[config.mk]
export PLATFORM = sky130hd
export DESIGN_NAME = writeback_unit
export DESIGN_NICKNAME = d
export VERILOG_FILES = /design/src/rtl/riscv_pkg.sv /design/src/rtl/wb_scoreboard.sv /design/src/rtl/writeback_unit.sv
export SDC_FILE = /design/constraint.sdc
export NUM_CORES = 1
export LEC_CHECK = 0
export CAP_MARGIN = 20
export CORE_ASPECT_RATIO = 0.7
export CORE_MARGIN = 3
export CORE_UTILIZATION = 48
export DETAILED_ROUTE_END_ITERATION = 10
export PLACE_DENSITY = 0.82
export RECOVER_POWER = 100
export SLEW_MARGIN = 20
export SYNTH_ARGS = -nofsm -noshare
export SYNTH_HDL_FRONTEND = slang
export SYNTH_SLANG_ARGS = --single-unit
[constraint.sdc]
create_clock -name clock -period 2.8 [get_ports clock]
set_clock_uncertainty 0.2 [all_clocks]
set_input_delay 0.42 -clock clock [delete_from_list [all_inputs] [get_ports clock]]
set_output_delay 0.42 -clock clock [all_outputs]
set_load 0.005 [all_outputs]
[src/rtl/riscv_pkg.sv]
// Shared RISC-V core types: data width, register address width, result origin.
// Pure declarations; no logic, no latency.
// No flow control.
package riscv_pkg;

    localparam int XLEN       = 32;
    localparam int REG_ADDR_W = 5;
    localparam int NUM_REGS   = 1 << REG_ADDR_W;

    localparam logic [REG_ADDR_W-1:0] REG_ZERO = '0;

    typedef enum logic {
        WB_SRC_ALU = 1'b0,
        WB_SRC_MEM = 1'b1
    } wb_src_t;

endpackage

[src/rtl/wb_scoreboard.sv]
// Outstanding-load scoreboard: one busy bit per register, set on load issue, cleared on load commit.
// busy updates at the clock edge; rsN_busy and ld_issue_ready are combinational lookups.
// Issue is refused (ld_issue_ready=0) while the destination already has a load in flight.
module wb_scoreboard
    import riscv_pkg::*;
(
    input  logic                  clock,
    input  logic                  reset,
    input  logic                  ld_issue_valid,
    input  logic [REG_ADDR_W-1:0] ld_issue_rd,
    output logic                  ld_issue_ready,
    input  logic                  clr_vld,
    input  logic [REG_ADDR_W-1:0] clr_rd,
`ifndef WB_FORWARD_EN
    input  logic                  wb_we,
    input  logic [REG_ADDR_W-1:0] wb_rd,
`endif
    input  logic [REG_ADDR_W-1:0] rs1,
    input  logic [REG_ADDR_W-1:0] rs2,
    output logic                  rs1_busy,
    output logic                  rs2_busy
);

    logic [NUM_REGS-1:0] busy_q;
    logic [NUM_REGS-1:0] busy_d;
    logic                set_vld;

    assign ld_issue_ready = !busy_q[ld_issue_rd];
    assign set_vld        = ld_issue_valid && ld_issue_ready && (ld_issue_rd != REG_ZERO);

    // Set is applied after clear so a re-issue on the committing rd stays busy.
    always_comb begin
        busy_d = busy_q;
        if (clr_vld) begin
            busy_d[clr_rd] = 1'b0;
        end
        if (set_vld) begin
            busy_d[ld_issue_rd] = 1'b1;
        end
        busy_d[0] = 1'b0;
    end

    always_ff @(posedge clock or posedge reset) begin
        if (reset) begin
            busy_q <= '0;
        end else begin
            busy_q <= busy_d;
        end
    end

`ifdef WB_FORWARD_EN
    assign rs1_busy = busy_q[rs1];
    assign rs2_busy = busy_q[rs2];
`else
    // Without a bypass, the write sitting on the register-file port is not readable yet.
    assign rs1_busy = busy_q[rs1] || (wb_we && (wb_rd == rs1) && (rs1 != REG_ZERO));
    assign rs2_busy = busy_q[rs2] || (wb_we && (wb_rd == rs2) && (rs2 != REG_ZERO));
`endif

endmodule

[src/rtl/writeback_unit.sv]
// Writeback stage: arbitrates ALU and load results onto the single register-file write port (WB_FORWARD_EN adds bypass ports).
// One cycle: handshake in N, rf_we/rf_sel_in/rf_data_in valid in N+1.
// ALU wins unless loads were refused STARVE_MAX cycles in a row; then alu_stall holds the ALU until the load commits.
module writeback_unit
    import riscv_pkg::*;
#(
    parameter int XLEN       = riscv_pkg::XLEN,
    parameter int STARVE_MAX = 4
) (
    input  logic                  clock,
    input  logic                  reset,
    input  logic                  alu_valid,
    input  logic [REG_ADDR_W-1:0] alu_rd,
    input  logic [XLEN-1:0]       alu_data,
    input  logic                  mem_valid,
    input  logic [REG_ADDR_W-1:0] mem_rd,
    input  logic [XLEN-1:0]       mem_data,
    output logic                  mem_ready,
    output logic                  alu_stall,
    input  logic                  ld_issue_valid,
    input  logic [REG_ADDR_W-1:0] ld_issue_rd,
    output logic                  ld_issue_ready,
    input  logic [REG_ADDR_W-1:0] rs1,
    input  logic [REG_ADDR_W-1:0] rs2,
    output logic                  rs1_busy,
    output logic                  rs2_busy,
    output logic                  rf_we,
    output logic [REG_ADDR_W-1:0] rf_sel_in,
    output logic [XLEN-1:0]       rf_data_in
`ifdef WB_FORWARD_EN
    ,
    output logic                  fwd_a_hit,
    output logic                  fwd_b_hit,
    output logic [XLEN-1:0]       fwd_a_data,
    output logic [XLEN-1:0]       fwd_b_data
`endif
);

    localparam logic [3:0] STARVE_LIM = 4'(STARVE_MAX);

    logic [3:0]            starve_cnt;
    logic                  alu_win;
    logic                  mem_hs;
    logic                  any_win;
    logic [REG_ADDR_W-1:0] win_rd;
    logic [XLEN-1:0]       win_data;
    wb_src_t               win_src;
    wb_src_t               rf_src;

    always_comb begin
        mem_ready = alu_stall || !alu_valid;
        alu_win   = alu_valid && !alu_stall;
        mem_hs    = mem_valid && mem_ready;
        any_win   = alu_win || mem_hs;
        win_rd    = alu_rd;
        win_data  = alu_data;
        win_src   = WB_SRC_ALU;
        if (mem_hs) begin
            win_rd   = mem_rd;
            win_data = mem_data;
            win_src  = WB_SRC_MEM;
        end
    end

    // A refused load is always one with mem_valid high and no handshake.
    always_ff @(posedge clock or posedge reset) begin
        if (reset) begin
            starve_cnt <= '0;
            alu_stall  <= 1'b0;
        end else if (mem_hs) begin
            starve_cnt <= '0;
            alu_stall  <= 1'b0;
        end else if (mem_valid) begin
            starve_cnt <= starve_cnt + 4'd1;
            if (starve_cnt == STARVE_LIM - 4'd1) begin
                alu_stall <= 1'b1;
            end
        end
    end

    always_ff @(posedge clock or posedge reset) begin
        if (reset) begin
            rf_we      <= 1'b0;
            rf_sel_in  <= '0;
            rf_data_in <= '0;
            rf_src     <= WB_SRC_ALU;
        end else begin
            rf_we <= any_win && (win_rd != REG_ZERO);
            if (any_win) begin
                rf_sel_in  <= win_rd;
                rf_data_in <= win_data;
                rf_src     <= win_src;
            end
        end
    end

    wb_scoreboard u_scoreboard (
        .clock          (clock),
        .reset          (reset),
        .ld_issue_valid (ld_issue_valid),
        .ld_issue_rd    (ld_issue_rd),
        .ld_issue_ready (ld_issue_ready),
        .clr_vld        (rf_we && (rf_src == WB_SRC_MEM)),
        .clr_rd         (rf_sel_in),
`ifndef WB_FORWARD_EN
        .wb_we          (rf_we),
        .wb_rd          (rf_sel_in),
`endif
        .rs1            (rs1),
        .rs2            (rs2),
        .rs1_busy       (rs1_busy),
        .rs2_busy       (rs2_busy)
    );

`ifdef WB_FORWARD_EN
    assign fwd_a_hit  = rf_we && (rf_sel_in == rs1) && (rs1 != REG_ZERO);
    assign fwd_b_hit  = rf_we && (rf_sel_in == rs2) && (rs2 != REG_ZERO);
    assign fwd_a_data = rf_data_in;
    assign fwd_b_data = rf_data_in;
`endif

endmodule

==> results of run 1 <==
[metrics by stage]
stage	utilization	setup TNS (ns)	std cells	instance area [um^2]	worst slack [ns]
global placement	0.7189	-5.655	725	6296	-0.7424
detailed placement	0.7189	-6.702	725	6296	-0.7659
floorplan	-	0	450	4464	0.1160
finish	0.7396	-0.007644	740	6477	-0.007644
global route	0.7396	-0.05134	740	6477	-0.05134
CTS	0.7504	-0.01000	739	6573	-0.01000
[routing by layer]
| layer | GRT usage | up-vias | share of wire | routed length (um) |
|---|---|---|---|---|
| li1 | - | 1967 | - | - |
| met1 | 0.3860 | 2109 | 0.40 | 5971 |
| met2 | 0.4763 | 233 | 0.50 | 7507 |
| met3 | 0.07763 | 34 | 0.083 | 1254 |
| met4 | 0.09969 | 0 | 0.024 | 367 |
| met5 | 0 | - | 0 | 0 |
[cells in the final DEF, fill, tap and decap left out, types with 4 or more instances in the layout]
cell	netlist	layout
nand3_1	11	11
clkdlybuf4s50_1	0	81
inv_1	6	6
dlygate4sd3_1	0	41
or3_1	5	5
nor3_1	5	5
nand2_1	65	65
xor2_1	6	6
mux2i_1	51	51
mux4_2	18	18
dfrtp_1	75	75
o21ai_2	17	5
or3b_2	4	4
clkbuf_16	0	9
nand3b_1	9	9
dlygate4sd2_1	0	6
clkbuf_2	0	5
buf_4	0	44
nor2_1	16	15
o21ai_0	83	100
nor3b_1	5	4
[worst max-delay path by stage]
stage	start	end
6_report	u_scoreboard.busy_q[31]	ld_issue_ready
4_1_cts	u_scoreboard.busy_q[31]	ld_issue_ready
3_5_place_dp	ld_issue_rd[0]	ld_issue_ready
2_1_floorplan	ld_issue_rd[0]	ld_issue_ready
3_3_place_gp	ld_issue_rd[0]	ld_issue_ready
5_1_grt	u_scoreboard.busy_q[18]	ld_issue_ready
[cell families (layout without fill, tap and decap cells)]
kind of cell,count (synthesis),after routing,synth area share
flip-flops,75,75,0.4204
AO/OA/AOI/OAI,121,121,0.1595
XOR/XNOR,8,8,0.01570
buffers and inverters,40,210,0.03699
multiplexers,71,71,0.2102
AND/OR/NAND/NOR,134,134,0.1544
adder cells (fa/ha/maj),1,1,0.002802
[flip-flops by register name, indices dropped and copies added (netlist names)]
name	cells
rf_data_in	32
u_scoreboard.busy_q	31
rf_sel_in	5
starve_cnt	4
alu_stall	1
rf_src	1
rf_we	1
[power by group through the flow]
| stage | sequential [uW] | clock (uW) | combinational (uW) |
|---|---|---|---|
| floorplan | 1460 | 0 | 665 |
| global placement | 1540 | 0 | 1160 |
| detailed placement | 1540 | 0 | 1200 |
| CTS | 1530 | 1100 | 1210 |
| global route | 1570 | 1150 | 1250 |
| finish | 1550 | 1080 | 1150 |
[final cells by class]
type                            instances  area [um^2]  area share
Sequential cell                        75         1877      0.2897
Multi-Input combinational cell        335         2384      0.3680
Clock buffer                           12        256.5     0.03960
Timing Repair Buffer                  190         1775      0.2741
Clock inverter                          2        12.51    0.001932
Tap cell                              120        150.1     0.02318
Inverter                                6        22.52    0.003477
[critical path, stage by stage (launching register included)]
cell and delay [ns]:
dfrtp_1 0.39, mux4_2 0.47, a22o_1 0.24, a221o_1 0.30, o21bai_4 0.20, a31oi_4 0.13
buf_2 0.13
[repair_timing]
item | CTS | global route
setup endpoints to repair | 3 | 3
pin swaps | 1 | 1
gates resized for setup | 25 | 9
buffers inserted | 0 | 1
==> results_dict.tcl, run 1 <==
set metrics [dict create \
    grt_max_degree 79 \
    status "finished, violations left" \
    holdBufCountCts 0 \
    rows 28 \
    numCtsBuffers 9 \
    crit_fanout 2 \
    cts_buffer_depth 2 \
    seqPwrFrac 0.409 \
    setup_viol 1 \
    max_freq_mhz 356.2 \
    min_from "starve_cnt[2]" \
    worstReg2RegEnd "u_scoreboard.busy_q[24]" \
    p_int_uw 2584 \
    die_x_um 121.3 \
    rsz0062_at_grt "yes" \
    cts_tree "done" \
    dr.pass1.iters 5 \
    power_uw 3781 \
    r2r_cells 6 \
    p_sw_frac 0.3167 \
    fin_nets 712 \
    cts_root_buf "clkbuf_16" \
    hold_violations 0 \
    whs_ns 0.3198 \
    cts.sinks 75 \
    power_frac_comb 0.304 \
    cp-start-kind "flip-flop" \
    antenna_left 0 \
    tightestPinTransition_ns 1.265 \
    synthCells 450 \
    synthesis.nets 545 \
    whs_endpoint "starve_cnt[2]" \
    min_path_type "reg -> reg" \
    leakagePower_uw 0.002698 \
    fin_ws_ns -0.007644 \
    violations "setup timing" \
    relSlewSlack 0.1569 \
    synth_top_area_frac 0.4204 \
    ys_seq_elements 75 \
    synthTopCellsByCount "o21ai_0, dfrtp_1, nand2_1, mux2i_1, clkbuf_1" \
    syn_area_mm2 0.004464 \
    die_height_um 86.69 \
    worstReg2RegStart "u_scoreboard.busy_q[31]" \
    maxSlewViolCount 0 \
    grt_pass1_vias 4524 \
    port_buffers 136 \
    p_per_area_mw_per_mm2 583.8 \
    synth_ff_type "dfrtp_1" \
    area_growth_pct 45.10 \
    grt_overflow_total 0 \
    end_kind "primary output" \
    ir_drop_v 0.0004099 \
    yosysSeqAreaShare 0.4204 \
    avgSynthCellArea_um2 9.921 \
    io_pins 137 \
    place.gp.congestion 0.9244 \
    synth_cell_types 39 \
    yosysTopAreaCell "dfrtp_1" \
    wire_per_inst_um 20.41 \
    gr-usage-all-layers 0.2934 \
    post-synth-top-count-cell "o21ai_0" \
    final.min_clock_period_ns 2.808 \
    period_share 1.003 \
    drt_iter0_markers 438 \
    cp.required_ns 2.18 \
    htree_num_levels 3 \
    cts.clk_slew.worst_paths_ns 0.06 \
    critPathArrivalTime_ns 2.19 \
    synth_area_leaders "dfrtp_1, mux2i_1, o21ai_0, mux4_2, nand2_1" \
    async_reset_ff_frac 1.000 \
    vias 4343 \
    drive_gt1_frac 0.1758 \
    holdPathStages 2 \
    vias_per_cell 5.869 \
    pwr-share-clk 0.287 \
    design.die.area_mm2 0.01051 \
    grt_pass1_wl_um 23670 \
    drv_cap 0 \
    wirelength_um 15100 \
    start_util 0.5097 \
    fillers 620 \
    drc 0 \
    hpwl_um 11430 \
    path_class "reg -> out" \
    worstSkewPairLatency_ns 0.34 \
    diodes 0 \
    rrSetupSlack_ns 0.06 \
    ys.warnings.count 0 \
    switchingPower_uw 1198 \
    core-area_mm2 0.008758 \
    antenna_found_initial 0 \
    synth-edff-count 0 \
]
(Power assumes the default switching activity.)
==> run 2, diff against run 1 <==
--- a/config.mk
+++ b/config.mk
@@ -5,10 +5,11 @@
 export SDC_FILE = /design/constraint.sdc
 export NUM_CORES = 1
 export LEC_CHECK = 0
-export CAP_MARGIN = 20
+export CAP_MARGIN = 5
 export CORE_ASPECT_RATIO = 0.7
 export CORE_MARGIN = 3
 export CORE_UTILIZATION = 48
+export CTS_CLUSTER_SIZE = 28
 export DETAILED_ROUTE_END_ITERATION = 10
 export PLACE_DENSITY = 0.82
 export RECOVER_POWER = 100
==> results of run 2 <==
The final DEF is identical to that of run 1; final timing and power are the same.
